==> src/rtl/ifu_fetch_ctrl.sv <==
// Instruction-fetch controller: owns the fetch PC, keeps at most one request in flight on the
// req/gnt/rvalid bus, squashes stale responses on redirect and buffers one entry for IF/ID.

`ifndef XLEN
`define XLEN 64
`endif
`ifndef INST_LEN
`define INST_LEN 32
`endif
`ifndef PC_RESET_ADDR
`define PC_RESET_ADDR 64'h0000_0000_8000_0000
`endif

module ifu_fetch_ctrl (
    input  logic                 clk,
    input  logic                 rst,
    input  logic                 redirect_valid_i,
    input  logic [`XLEN-1:0]     redirect_pc_i,
    output logic                 mem_req_o,
    output logic [`XLEN-1:0]     mem_addr_o,
    input  logic                 mem_gnt_i,
    input  logic                 mem_rvalid_i,
    input  logic [63:0]          mem_rdata_i,
    input  logic                 mem_err_i,
    output logic                 inst_valid_o,
    input  logic                 inst_ready_i,
    output logic [`XLEN-1:0]     inst_addr_o,
    output logic [`INST_LEN-1:0] inst_data_o,
    output logic [1:0]           inst_fault_o
);
    localparam int unsigned Xlen    = `XLEN;
    localparam int unsigned InstLen = `INST_LEN;
    localparam logic [Xlen-1:0] PcResetAddr = `PC_RESET_ADDR;
    localparam logic [Xlen-1:0] PcStep      = 4;

    typedef enum logic [1:0] {StReq, StWait, StDrop, StFault} state_e;

    state_e              state_q, state_d;
    logic [Xlen-1:0]     pc_q, pc_d;
    logic                buf_valid_q, buf_valid_d;
    logic [Xlen-1:0]     buf_addr_q, buf_addr_d;
    logic [InstLen-1:0]  buf_data_q, buf_data_d;
    logic [1:0]          buf_fault_q, buf_fault_d;
    logic                room;
    logic                unused_rdata;

    assign unused_rdata = ^mem_rdata_i[63:InstLen];

    always_comb begin
        state_d     = state_q;
        pc_d        = pc_q;
        buf_valid_d = buf_valid_q && !inst_ready_i;
        buf_addr_d  = buf_addr_q;
        buf_data_d  = buf_data_q;
        buf_fault_d = buf_fault_q;

        // Buffer is empty or draining this cycle, so a response issued now will find room.
        room      = !buf_valid_q || inst_ready_i;
        mem_req_o = (state_q == StReq) && !rst && (pc_q[1:0] == 2'b00) && room;

        if (redirect_valid_i) begin
            pc_d        = redirect_pc_i;
            buf_valid_d = 1'b0;
            case (state_q)
                StReq:          state_d = (mem_req_o && mem_gnt_i) ? StDrop : StReq;
                StWait, StDrop: state_d = mem_rvalid_i ? StReq : StDrop;
                default:        state_d = StReq;
            endcase
        end else begin
            case (state_q)
                StReq: begin
                    if (mem_req_o && mem_gnt_i) begin
                        state_d = StWait;
                    end else if (pc_q[1:0] != 2'b00 && room) begin
                        buf_valid_d = 1'b1;
                        buf_addr_d  = pc_q;
                        buf_data_d  = '0;
                        buf_fault_d = 2'b01;
                        state_d     = StFault;
                    end
                end
                StWait: begin
                    if (mem_rvalid_i) begin
                        buf_valid_d = 1'b1;
                        buf_addr_d  = pc_q;
                        if (mem_err_i) begin
                            buf_data_d  = '0;
                            buf_fault_d = 2'b10;
                            state_d     = StFault;
                        end else begin
                            buf_data_d  = mem_rdata_i[InstLen-1:0];
                            buf_fault_d = 2'b00;
                            pc_d        = pc_q + PcStep;
                            state_d     = StReq;
                        end
                    end
                end
                StDrop: begin
                    if (mem_rvalid_i) begin
                        state_d = StReq;
                    end
                end
                default: state_d = StFault;
            endcase
        end
    end

    always_ff @(posedge clk) begin
        if (rst) begin
            state_q     <= StReq;
            pc_q        <= PcResetAddr;
            buf_valid_q <= 1'b0;
            buf_addr_q  <= '0;
            buf_data_q  <= '0;
            buf_fault_q <= 2'b00;
        end else begin
            state_q     <= state_d;
            pc_q        <= pc_d;
            buf_valid_q <= buf_valid_d;
            buf_addr_q  <= buf_addr_d;
            buf_data_q  <= buf_data_d;
            buf_fault_q <= buf_fault_d;
        end
    end

    assign mem_addr_o   = pc_q;
    assign inst_valid_o = buf_valid_q;
    assign inst_addr_o  = buf_addr_q;
    assign inst_data_o  = buf_data_q;
    assign inst_fault_o = buf_fault_q;

endmodule

==> config.mk <==
export PLATFORM = sky130hd
export DESIGN_NAME = ifu_fetch_ctrl
export DESIGN_NICKNAME = d
export VERILOG_FILES = /design/src/rtl/ifu_fetch_ctrl.sv
export SDC_FILE = /design/constraint.sdc
export NUM_CORES = 1
export LEC_CHECK = 0
export ABC_AREA = 1
export ABC_CLOCK_PERIOD_IN_PS = 2100
export BUFFER_PORTS_ARGS = -buffer_cell sky130_fd_sc_hd__buf_2
export CAP_MARGIN = 25
export CORE_MARGIN = 5
export CORE_UTILIZATION = 30
export CTS_BUF_LIST = sky130_fd_sc_hd__clkbuf_8
export CTS_CLUSTER_DIAMETER = 60
export DETAILED_ROUTE_END_ITERATION = 7
export PLACE_DENSITY_LB_ADDON = 0.08
export SLEW_MARGIN = 20
export SYNTH_ARGS = -nofsm -noshare
export SYNTH_HDL_FRONTEND = slang
export SYNTH_SLANG_ARGS = --single-unit
==> constraint.sdc <==
create_clock -name clk -period 2.1 [get_ports clk]
set_clock_uncertainty 0.2 [all_clocks]
set_input_delay 0.42 -clock clk [delete_from_list [all_inputs] [get_ports clk]]
set_output_delay 0.42 -clock clk [all_outputs]
set_load 0.01 [all_outputs]
# After elaboration in Yosys (flattened, before gate mapping)
# Cells that the tools add are included.
# totals
regBits	165
inputBits	135
output_inout_bits	164
word_cells	70
# op_classes
n_eq_ne	9
bitwise_logic	1
n_reduce_logical	21
add_sub_neg	1
mux	32
# op_table
op	count
2-to-1 mux 64 bit	7
2-to-1 mux 32 bit	4
one-hot mux 64 bit (2 select lines)	1
adder 64 x 3 -> 64 bit (second input constant)	1
one-hot mux 32 bit (2 select lines)	1
2-to-1 mux 2 bit	12
one-hot mux 2 bit (2 select lines)	2
nonzero test 2 bit	4
logical AND 1 bit	6
!= test 2 bit (second input constant)	3
!= test 3 bit (second input constant)	2
one-hot mux 2 bit (3 select lines)	1
AND reduction 3 bit	2
AND reduction 5 bit	1
logical NOT 2 bit	2
!= test 4 x 2 -> 1 bit (second input constant)	1
OR reduction 2 bit	2
logical NOT 1 bit	3
2-to-1 mux 1 bit	3
== test 2 x 1 -> 1 bit (second input constant)	1
== test 2 bit (second input constant)	1
!= test 2 x 1 -> 1 bit (second input constant)	1
one-hot mux 1 bit (2 select lines)	1
logical OR 1 bit	1
NOT 1 bit	1

# Longest topological paths before layout
# Gate-level depths: netlist (run 1).
# depth
depth_word	8
mapped_depth	13
depth_no_buf	13

# Worst setup path after synthesis (run 1)
# Ideal clock, no wire load.
# synth_path
path_type	register to register
startpoint	reg pc_q[3], in the netlist mem_addr_o[3]
endpoint	reg pc_q[62], in the netlist mem_addr_o[62]
t_required_ns	1.791
synth_period_minus_slack_ns	1.935
stages_incl_launch_ff	13
setup_time_ns	0.109
slack_ns	0.165
arrival_time_ns	1.626
path_buffers	0
cell_sequence	dfxtp_1 -> ha_1 -> nand2_1 -> nor2_2 -> nand2_2 -> nor2_4 -> nand2_2 -> nor3_4 -> nand2_1 -> nand2_1 -> nand3_1 -> nand2_1 -> inv_1
# synth_via
elab_chain_cells	5
# synth_rtl
item	line_no	text
start: declaration	39	logic [Xlen-1:0] pc_q, pc_d;
start signal: assignment	111	pc_q <= PcResetAddr;
start signal: assignment	118	pc_q <= pc_d;
adder 64 x 3 -> 64 bit	93	pc_d = pc_q + PcStep;
2-to-1 mux 64 bit	86	if (mem_err_i) begin
2-to-1 mux 64 bit	83	if (mem_rvalid_i) begin
2-to-1 mux 64 bit	70	case (state_q)
2-to-1 mux 64 bit	61	if (redirect_valid_i) begin
# Every way passes these cells. The select of a mux whose other input is x is not followed.
# A chain may end at the register's enable or synchronous reset.

# Worst setup path in the final report (run 1)
# layout_path
startpoint	reg state_q[0]
endpoint	out mem_req_o
# layout_via
elab_chain_cells	4
# layout_rtl
item	line_no	text
start: declaration	38	state_e state_q, state_d;
start signal: assignment	110	state_q <= StReq;
start signal: assignment	117	state_q <= state_d;
logical NOT 2 bit	59	mem_req_o = (state_q == StReq) && !rst && (pc_q[1:0] == 2'b00) && room;
logical AND 1 bit (3 in a row)	59	
end: declaration	19	output logic mem_req_o,
# Every way passes these cells.

==> impl_metrics.json, run 1 <==
{
  "final_cell_mix": "281 x nand2_1, 266 x buf_2, 191 x nor2_1",
  "post-route-util_pct": 43.3,
  "viasPerCell": 4.85,
  "drv_slew": 0,
  "avgSynthCellArea_um2": 6.56,
  "placed_cell_area_um2": 10500,
  "die_h_um": 176,
  "crit_start": "state_q[0]$_SDFFE_PP0P_",
  "start_kind": "flop",
  "combPwrFrac_pct": 25.9,
  "synthCells": 1258,
  "clkPwrFrac_pct": 28.9,
  "seq_power_share_pct": 45.1,
  "grt_first_pass_wirelength_um": 52600,
  "num_rows": 60,
  "p_leak_uw": 0.00521,
  "critPathKind": "flop to output port",
  "grtUsageTotal_pct": 21.5,
  "fill_cells": 2938,
  "gp_congestion": 0.943,
  "seq_area_um2": 3320,
  "hold_path_class": "primary input to flop",
  "grt_pass1_vias": 9205,
  "syn2layout_area_growth_pct": 42.0,
  "status": "finished clean",
  "cp_slowest_cell": "dfxtp_2",
  "diodes": 0,
  "topRoutingLayerUsed": "met4",
  "synth_top_area_share_pct": 40.0,
  "detail-route-antenna-nets": 0,
  "hold_violations": 0,
  "slew_headroom_pct": 59.5,
  "fin_tns_setup_ns": 0,
  "max_freq_mhz": 484,
  "final_area_um2": 11700,
  "ys_types": 39,
  "io_pins": 299,
  "setup_slack_ns": 0.0325,
  "drc_errors": 0,
  "p_switching_uw": 2960,
  "start_util_pct": 30.5,
  "timing.final.crit_period_ns": 2.07,
  "dr.pass1.iters": 6,
  "die_w_um": 176,
  "synth_area_leader_cell": "dfxtp_1",
  "drtIter0Drc": 641,
  "switching_share_pct": 36.0,
  "clk_pin_slew_worst_paths_ns": 0.10,
  "powerDensity_nw_per_um2": 701,
  "drive_above_1_share_pct": 29.0,
  "rr_startpoint": "state_q[0]$_SDFFE_PP0P_",
  "rsz0062_at_grt": "yes",
  "cts_max_path_buffers": 2,
  "ys_seq_elements": 165,
  "yosysWarnings": 0,
  "wl_per_cell_um": 17.3,
  "holdCritStartpoint": "mem_rdata_i[1]",
  "wl_um": 34500,
  "dr_wl_met3_um": 2260,
  "critPathMaxStageDelay_ns": 0.37,
  "cp_max_fo": 3,
  "ir_drop_v": 0.000370,
  "place.port_buffers": 266,
  "cts_tree": "yes",
  "clkLatencyLatePin_ns": 0.48,
  "core_um2": 27000,
  "final_common_cell": "nand2_1",
  "finalPower_uw": 8220,
  "hpwl_um": 26200,
  "cts_buffers": 17,
  "intPower_uw": 5260,
  "die-area_um2": 30900,
  "worstMarginPinSlew_ns": 0.608,
  "synth.area.top_cells": "dfxtp_1 40%, nand2_1 13%, nor2_1 9.3%",
  "setup_violations": 0,
  "gr-total-overflow": 0,
  "post-route-period-util_pct": 98.5,
  "antenna_found_initial": 0,
  "num_vias": 9668,
  "crit_path_end_kind": "output port",
  "wl_met2_um": 15900,
  "ys_seq_area_share_pct": 40.0,
  "cp_cell_sequence": "inv_2 -> ha_4 -> inv_4 -> nor4_4 -> buf_2",
  "synth_nets": 1398,
  "root_buffer": "clkbuf_8",
  "htreeDepth": 4,
  "nets": 1778,
  "wl_met1_um": 15800,
  "cp.required_ns": 1.48,
  "drv_cap": 0,
  "multi_input_area_um2": 4420,
  "cts.sinks": 165,
  "cp.arrival_ns": 1.45,
  "grt_max_degree": 68,
  "dp_slack_ns": -0.0647,
  "synth_area_um2": 8250
}
[path summary, 6_finish.rpt]
| kind | slack [ns] | cells past startpoint | end |
|---|---|---|---|
| worst max-delay path | 0.03 | 5 | mem_req_o |
| worst min-delay path | 0.02 | 3 | inst_data_o[1]$_SDFFE_PP0P_ |
| worst max register to register | 0.08 | 10 | inst_addr_o[28]$_SDFFE_PP0P_ |
| worst min register to register | 0.27 | 2 | inst_data_o[10]$_SDFFE_PP0P_ |
[power groups by stage]
| stage | sequential (uW) | clock, uW | combinational, uW |
|---|---|---|---|
| 4_1_cts | 3700 | 2460 | 2100 |
| 6_report | 3710 | 2380 | 2130 |
| 5_1_grt | 3760 | 2580 | 2370 |
| 3_3_place_gp | 3760 | 0 | 1960 |
| 2_1_floorplan | 3920 | 0 | 923 |
| 3_5_place_dp | 3770 | 0 | 1970 |
[registers in the layout, summed over array words and instances (netlist names)]
signal / cells
inst_addr_o: 64
inst_data_o: 32
inst_fault_o: 2
inst_valid_o: 1
mem_addr_o: 64
state_q: 2
[routing by layer]
| layer | vias up | GRT usage (%) |
|---|---|---|
| met1 | 4458 | 29.2 |
| met3 | 31 | 4.65 |
| met4 | 0 | 5.17 |
| li1 | 4879 | - |
| met2 | 300 | 34.9 |
| met5 | - | 0 |
[cell type report]
type	count	area share [%]
repair buffers	424	23.4
clock inverters	15	1.39
well taps	341	3.64
flip-flops and latches	165	28.4
inverters	106	3.48
clock buffers	17	2.00
multi-input cells	924	37.7
[per-stage QoR]
step / hold slack, ns / std cells
floorplan: 0.288 / 1258
global placement: 0.249 / 1898
detailed placement: 0.253 / 1898
CTS: 0.000694 / 1985
global route: 0.00588 / 1992
finish: 0.0214 / 1992
[what timing repair did]
item,CTS,global route
endpoints found under the hold margin,50,0
endpoints found under the setup margin,14,140
hold buffers,50,0
resized for setup,10,56
buffers inserted,5,9
pin swaps,2,10
[kinds of logic (layout without fill, tap and decap cells)]
kind of cell    after synthesis  count (layout)  share of synthesized area (%)
xor+xnor                     12              12                           1.27
compound gates              272             272                           17.6
flops                       165             165                           40.0
fa+ha+maj                     5               5                          0.758
buf+inv                     169             562                           8.16
simple gates                635             635                           32.2
[Yosys cell counts]
| cell | instances |
|---|---|
| nand2_1 | 286 |
| xor2_1 | 8 |
| nor3_1 | 12 |
| nand3_1 | 90 |
| or3_1 | 1 |
| a221oi_2 | 1 |
| a211oi_1 | 1 |
| dfxtp_1 | 165 |
| buf_4 | 2 |
| buf_2 | 19 |
| buf_1 | 7 |
| o21ai_0 | 114 |
| nor4_1 | 2 |
| o21bai_1 | 4 |
| nand2_4 | 1 |
| nand2_2 | 6 |
| o21ai_1 | 3 |
| a32oi_1 | 2 |
| and3_1 | 2 |
| a221oi_1 | 1 |
| ha_1 | 5 |
| o211ai_1 | 3 |
| nor2_4 | 4 |
| inv_1 | 99 |
| inv_2 | 7 |
| nand3b_1 | 1 |
| a21oi_1 | 114 |
| a211oi_2 | 1 |
| nor3_4 | 1 |
| nand4_1 | 17 |
| xnor2_1 | 4 |
| a22o_1 | 1 |
| a31oi_1 | 22 |
| a22oi_1 | 5 |
| buf_6 | 1 |
| nor2_2 | 6 |
| clkbuf_1 | 34 |
| or2_1 | 1 |
| nor2_1 | 205 |
[worst max-delay path: cells and delay by family, from the launching register on]
family	cells	cell delay, ns
adder cells (fa/ha/maj)	1	0.14
buffers and inverters	3	0.30
AND/OR/NAND/NOR	1	0.18
flip-flops	1	0.37
Power figures use the tool's default switching activity.
==> inputs of run 2 (changes only) <==
--- a/config.mk
+++ b/config.mk
@@ -5,7 +5,6 @@
 export SDC_FILE = /design/constraint.sdc
 export NUM_CORES = 1
 export LEC_CHECK = 0
-export ABC_AREA = 1
 export ABC_CLOCK_PERIOD_IN_PS = 2100
 export BUFFER_PORTS_ARGS = -buffer_cell sky130_fd_sc_hd__buf_2
 export CAP_MARGIN = 25
@@ -15,6 +14,7 @@
 export CTS_CLUSTER_DIAMETER = 60
 export DETAILED_ROUTE_END_ITERATION = 7
 export PLACE_DENSITY_LB_ADDON = 0.08
+export SKIP_CTS_REPAIR_TIMING = 1
 export SLEW_MARGIN = 20
 export SYNTH_ARGS = -nofsm -noshare
 export SYNTH_HDL_FRONTEND = slang
==> impl_metrics.json, run 2 <==
{
  "cts.sinks": 165,
  "dp_slack_ns": -0.463,
  "nets": 1582,
  "synth_area_leader_cell": "dfxtp_1",
  "finalPower_uw": 8220,
  "hold_path_depth": 3,
  "clk_pin_slew_worst_paths_ns": 0.10,
  "yosysWarnings": 0,
  "critPathBufInv": 4,
  "slew_headroom_pct": 62.4,
  "drtIter0Drc": 426,
  "synth.area.mux_share_pct": 1.75,
  "num_vias": 9005,
  "gp_congestion": 0.806,
  "synth_xor_xnor_area_share_pct": 3.29,
  "holdCritStartpoint": "redirect_pc_i[56]",
  "final_cell_mix": "264 x buf_2, 160 x dfxtp_1, 151 x nand2_1",
  "avgSynthCellArea_um2": 7.86,
  "critPathKind": "flop to flop",
  "ys_seq_area_share_pct": 42.7,
  "synth_top_family_by_area": "simple AND/OR/NAND/NOR gates",
  "crit_path_end_kind": "flop",
  "worstMarginPinSlew_ns": 0.565,
  "num_rows": 58,
  "wl_um": 34100,
  "die-area_um2": 29100,
  "violations": "negative setup slack",
  "status": "finished, violations left",
  "rsz0062_at_grt": "yes",
  "synth_ff_type": "dfxtp_1",
  "io_pins": 299,
  "synth_common_cells": "210 x nand2_1, 165 x dfxtp_1, 119 x a21oi_1",
  "synth_adder_area_share_pct": 0.809,
  "synth_top_area_share_pct": 42.7,
  "drv_slew": 0,
  "yosysMostFrequentCell": "nand2_1",
  "clkLatencyLatePin_ns": 0.47,
  "rrSetupSlack_ns": -0.42,
  "drv_cap": 0,
  "final_common_cell": "buf_2",
  "cts_buffers": 17,
  "hpwl_um": 20600,
  "start_util_pct": 30.6,
  "crit_start": "mem_addr_o[2]$_SDFFE_PP0P_",
  "post-route-period-util_pct": 120,
  "powerDensity_nw_per_um2": 611,
  "gr-total-overflow": 0,
  "root_buffer": "clkbuf_8",
  "core_um2": 25300,
  "timing.final.crit_period_ns": 2.52,
  "critPathMaxStageDelay_ns": 0.52,
  "cp_max_fo": 9,
  "setup_violations": 142,
  "cts_max_path_buffers": 2,
  "drive_above_1_share_pct": 49.6,
  "start_kind": "flop",
  "cp.arrival_ns": 2.66,
  "hold_violations": 0,
  "cts_tree": "yes",
  "post-route-util_pct": 53.2,
  "synth_nets": 1123,
  "hold_path_class": "primary input to flop",
  "wl_per_cell_um": 19.1,
  "synthCells": 983,
  "grt_first_pass_wirelength_um": 43500,
  "p_leak_uw": 0.00607,
  "cp_slowest_cell": "or4_4",
  "ys_seq_elements": 165,
  "grt_max_degree": 68,
  "grtUsageTotal_pct": 18.6,
  "detail-route-antenna-nets": 0,
  "async_reset_ff_share_pct": 0,
  "placed_cell_area_um2": 10400,
  "place.port_buffers": 266,
  "die_w_um": 171,
  "ff2ff_path_depth": 10,
  "dr.pass1.iters": 5,
  "viasPerCell": 5.04,
  "cp_top_family": "simple AND/OR/NAND/NOR gates",
  "synth-compound-area-share_pct": 15.6,
  "cp.required_ns": 2.24,
  "antenna_found_initial": 3,
  "synth_area_um2": 7730,
  "ir_drop_v": 0.000319,
  "htreeDepth": 4,
  "min_to": "mem_addr_o[56]$_SDFFE_PP0P_",
  "grt_pass1_vias": 7920,
  "synth.area.top_cells": "dfxtp_1 43%, nand2_1 10%, a21oi_1 7.7%",
  "final_area_um2": 13400,
  "ys_types": 60,
  "crit-reg2reg-capture": "mem_addr_o[58]$_SDFFE_PP0P_",
  "max_freq_mhz": 397,
  "rr_startpoint": "mem_addr_o[2]$_SDFFE_PP0P_",
  "synth_edf_count": 0,
  "yosys.area_share.simple_pct": 30.9,
  "syn2layout_area_growth_pct": 74.0,
  "cp_cell_sequence": "ha_1 -> nand4b_1 -> or4_4 -> buf_6 -> nor4_4 -> buf_4 -> buf_12 -> clkbuf_16 -> and4_2 -> a2111oi_2",
  "layout.cells.non_filler": 1786,
  "drc_errors": 0,
  "placedCellCount": 1648,
  "die_h_um": 171,
  "fill_cells": 2449,
  "setup_slack_ns": -0.420
}
-- run 2: worst max-delay path by stage --
stage	slack, ns	to	depth (start not counted)
final	-0.42	mem_addr_o[58]$_SDFFE_PP0P_	10
after global routing	-0.52	mem_addr_o[46]$_SDFFE_PP0P_	9
after CTS	-0.39	mem_addr_o[36]$_SDFFE_PP0P_	8
after detailed placement	-0.46	mem_addr_o[36]$_SDFFE_PP0P_	7
after global placement	-0.41	mem_addr_o[36]$_SDFFE_PP0P_	7
after floorplan	-0.37	mem_addr_o[54]$_SDFFE_PP0P_	10
-- run 2: cell type report --
| type | instances | area, um^2 | area share, % |
|---|---|---|---|
| Timing Repair Buffer | 511 | 4000 | 29.7 |
| Inverter | 22 | 85.1 | 0.633 |
| Tap cell | 330 | 413 | 3.07 |
| Multi-Input combinational cell | 725 | 5280 | 39.2 |
| Sequential cell | 165 | 3310 | 24.6 |
| Antenna cell | 1 | 2.50 | 0.0186 |
| Clock inverter | 14 | 116 | 0.865 |
| Clock buffer | 18 | 248 | 1.84 |
-- run 2: worst reg2reg max path: cells and delay by family, from the launching register on --
family                   cells  cell delay (ns)
AO/OA/AOI/OAI                1             0.05
AND/OR/NAND/NOR              4             1.07
flip-flops                   1             0.35
adder cells (fa/ha/maj)      1             0.17
buffers and inverters        4             0.58
-- run 2: cell families (layout without fill, tap and decap cells) --
logic type | count (synthesis) | in the layout
other cells | 0 | 1
buf+inv | 95 | 565
mux | 13 | 13
xor+xnor | 29 | 29
flops | 165 | 165
fa+ha+maj | 5 | 5
compound gates | 196 | 196
simple gates | 480 | 482
-- run 2: stage by stage --
step	hold WS, ns	TNS, ns
floorplan	0.269	-5.00
global placement	0.236	-11.63
detailed placement	0.242	-14.27
CTS	-0.0451	-13.89
global route	-0.0000240	-32.34
finish	0.0152	-19.79
-- run 2: per-layer routing --
metal | track usage (%) | wire length (um)
met5 | 0 | 27
met1 | 25.3 | 15400
met3 | 5.22 | 2050
met4 | 3.44 | 559
met2 | 29.9 | 16100
-- run 2: report_power, final --
part	switching [uW]	internal (uW)	total (uW)	leakage, uW
Sequential	91.6	3290	3380	0.00135
Clock	1370	884	2250	0.000186
Combinational	1390	1200	2590	0.00453
==> inputs of run 3 (changes only) <==
--- a/config.mk
+++ b/config.mk
@@ -15,6 +15,7 @@
 export DETAILED_ROUTE_END_ITERATION = 7
 export PLACE_DENSITY_LB_ADDON = 0.08
 export SKIP_CTS_REPAIR_TIMING = 1
+export SKIP_LAST_GASP = 1
 export SLEW_MARGIN = 20
 export SYNTH_ARGS = -nofsm -noshare
 export SYNTH_HDL_FRONTEND = slang
==> impl_metrics.json, run 3 (synthesis gave the netlist of run 2 again) <==
{
  "die-area_um2": 29100,
  "timing.final.crit_period_ns": 2.51,
  "place.port_buffers": 266,
  "die_w_um": 171,
  "powerDensity_nw_per_um2": 613,
  "io_pins": 299,
  "grt_pass1_vias": 7920,
  "hold_violations": 0,
  "start_util_pct": 30.6,
  "cts_max_path_buffers": 2,
  "gp_congestion": 0.806,
  "placed_cell_area_um2": 10400,
  "cp_max_fo": 9,
  "nets": 1582,
  "post-route-period-util_pct": 120,
  "final_common_cell": "buf_2",
  "root_buffer": "clkbuf_8",
  "grt_first_pass_wirelength_um": 43500,
  "cp_cell_sequence": "ha_1 -> nand4b_1 -> or4_4 -> buf_6 -> nor4_4 -> buf_4 -> buf_12 -> clkbuf_16 -> and4_2 -> a2111oi_2",
  "num_vias": 8910,
  "gr-total-overflow": 0,
  "ir_drop_v": 0.000322,
  "slew_headroom_pct": 62.9,
  "drc_errors": 0,
  "drtIter0Drc": 348,
  "htreeDepth": 4,
  "cp.arrival_ns": 2.65,
  "setup_violations": 142,
  "cp_slowest_cell": "or4_4",
  "drv_cap": 0,
  "dr.pass1.iters": 5,
  "core_um2": 25300,
  "final_cell_mix": "264 x buf_2, 160 x dfxtp_1, 154 x nand2_1",
  "max_freq_mhz": 398,
  "wl_per_cell_um": 19.1,
  "num_rows": 58,
  "cts_buffers": 17,
  "cp.required_ns": 2.24,
  "p_leak_uw": 0.00603,
  "rsz0062_at_grt": "yes",
  "drive_above_1_share_pct": 49.1,
  "hpwl_um": 20600,
  "antenna_found_initial": 3,
  "cts.sinks": 165,
  "status": "finished, violations left",
  "viasPerCell": 4.99,
  "clk_pin_slew_worst_paths_ns": 0.10,
  "final_area_um2": 13400,
  "violations": "negative setup slack",
  "crit_path_end_kind": "flop",
  "grtUsageTotal_pct": 18.6,
  "cts_tree": "yes",
  "die_h_um": 171,
  "setup_slack_ns": -0.411,
  "syn2layout_area_growth_pct": 73.2,
  "detail-route-antenna-nets": 0,
  "drv_slew": 0,
  "wl_um": 34100,
  "hold_path_class": "primary input to flop",
  "critPathKind": "flop to flop",
  "grt_max_degree": 68,
  "clkLatencyLatePin_ns": 0.47,
  "critPathMaxStageDelay_ns": 0.52,
  "start_kind": "flop",
  "post-route-util_pct": 53.0,
  "worstMarginPinSlew_ns": 0.556
}
==> run 3: changes by cell type in the layout (fill, tap and decap cells not counted), moves of 3 or more <==
cell	previous run	this run
xnor2_1	15	18
nand2_2	17	14
nand2_1	151	154
xnor2_2	7	4
==> run 3: metrics by stage <==
step           total power (uW)  TNS, ns  std cells  worst slack [ns]  hold WS, ns
5_1_grt                    8610   -32.41       1786            -0.519   -0.0000240
4_1_cts                    7190   -13.89       1680            -0.388      -0.0451
2_1_floorplan              4180    -5.00        983            -0.369        0.269
3_3_place_gp               4910   -11.63       1648            -0.410        0.236
3_5_place_dp               4920   -14.27       1648            -0.463        0.242
6_report                   8210   -20.06       1786            -0.411      0.00933
==> run 3: worst max-delay path: cells and delay by family (launching register included) <==
family                   cells  cell delay [ns]
flip-flops                   1             0.35
buffers and inverters        4             0.58
AO/OA/AOI/OAI                1             0.05
AND/OR/NAND/NOR              4             1.05
adder cells (fa/ha/maj)      1             0.17
==> run 3: final timing paths <==
kind | startpoint | endpoint | slack, ns | cells after the start
setup / recovery | mem_addr_o[2]$_SDFFE_PP0P_ | mem_addr_o[58]$_SDFFE_PP0P_ | -0.41 | 10
hold / removal | redirect_pc_i[27] | mem_addr_o[27]$_SDFFE_PP0P_ | 0.009 | 3
setup reg to reg | mem_addr_o[2]$_SDFFE_PP0P_ | mem_addr_o[58]$_SDFFE_PP0P_ | -0.41 | 10
hold reg to reg | inst_data_o[9]$_SDFFE_PP0P_ | inst_data_o[9]$_SDFFE_PP0P_ | 0.25 | 2
==> run 3: layout make-up <==
type,count,area [um^2]
multi-input cells,725,5230
fillers,2451,11900
flip-flops and latches,165,3310
clock buffers,18,248
clock inverters,14,116
diodes,1,2.50
well taps,330,413
repair buffers,511,3990
inverters,22,85.1
==> run 3: routing by layer <==
| layer | track usage [%] | wire length (um) |
|---|---|---|
| met5 | 0 | 27 |
| met3 | 5.22 | 1990 |
| met2 | 29.9 | 16000 |
| met4 | 3.44 | 567 |
| met1 | 25.3 | 15400 |
==> run 3: power breakdown <==
group,internal [uW],leakage (uW),switching (uW)
registers,3290,0.00135,92.0
clock network,884,0.000186,1370
logic,1190,0.00449,1380
total,5370,0.00603,2840
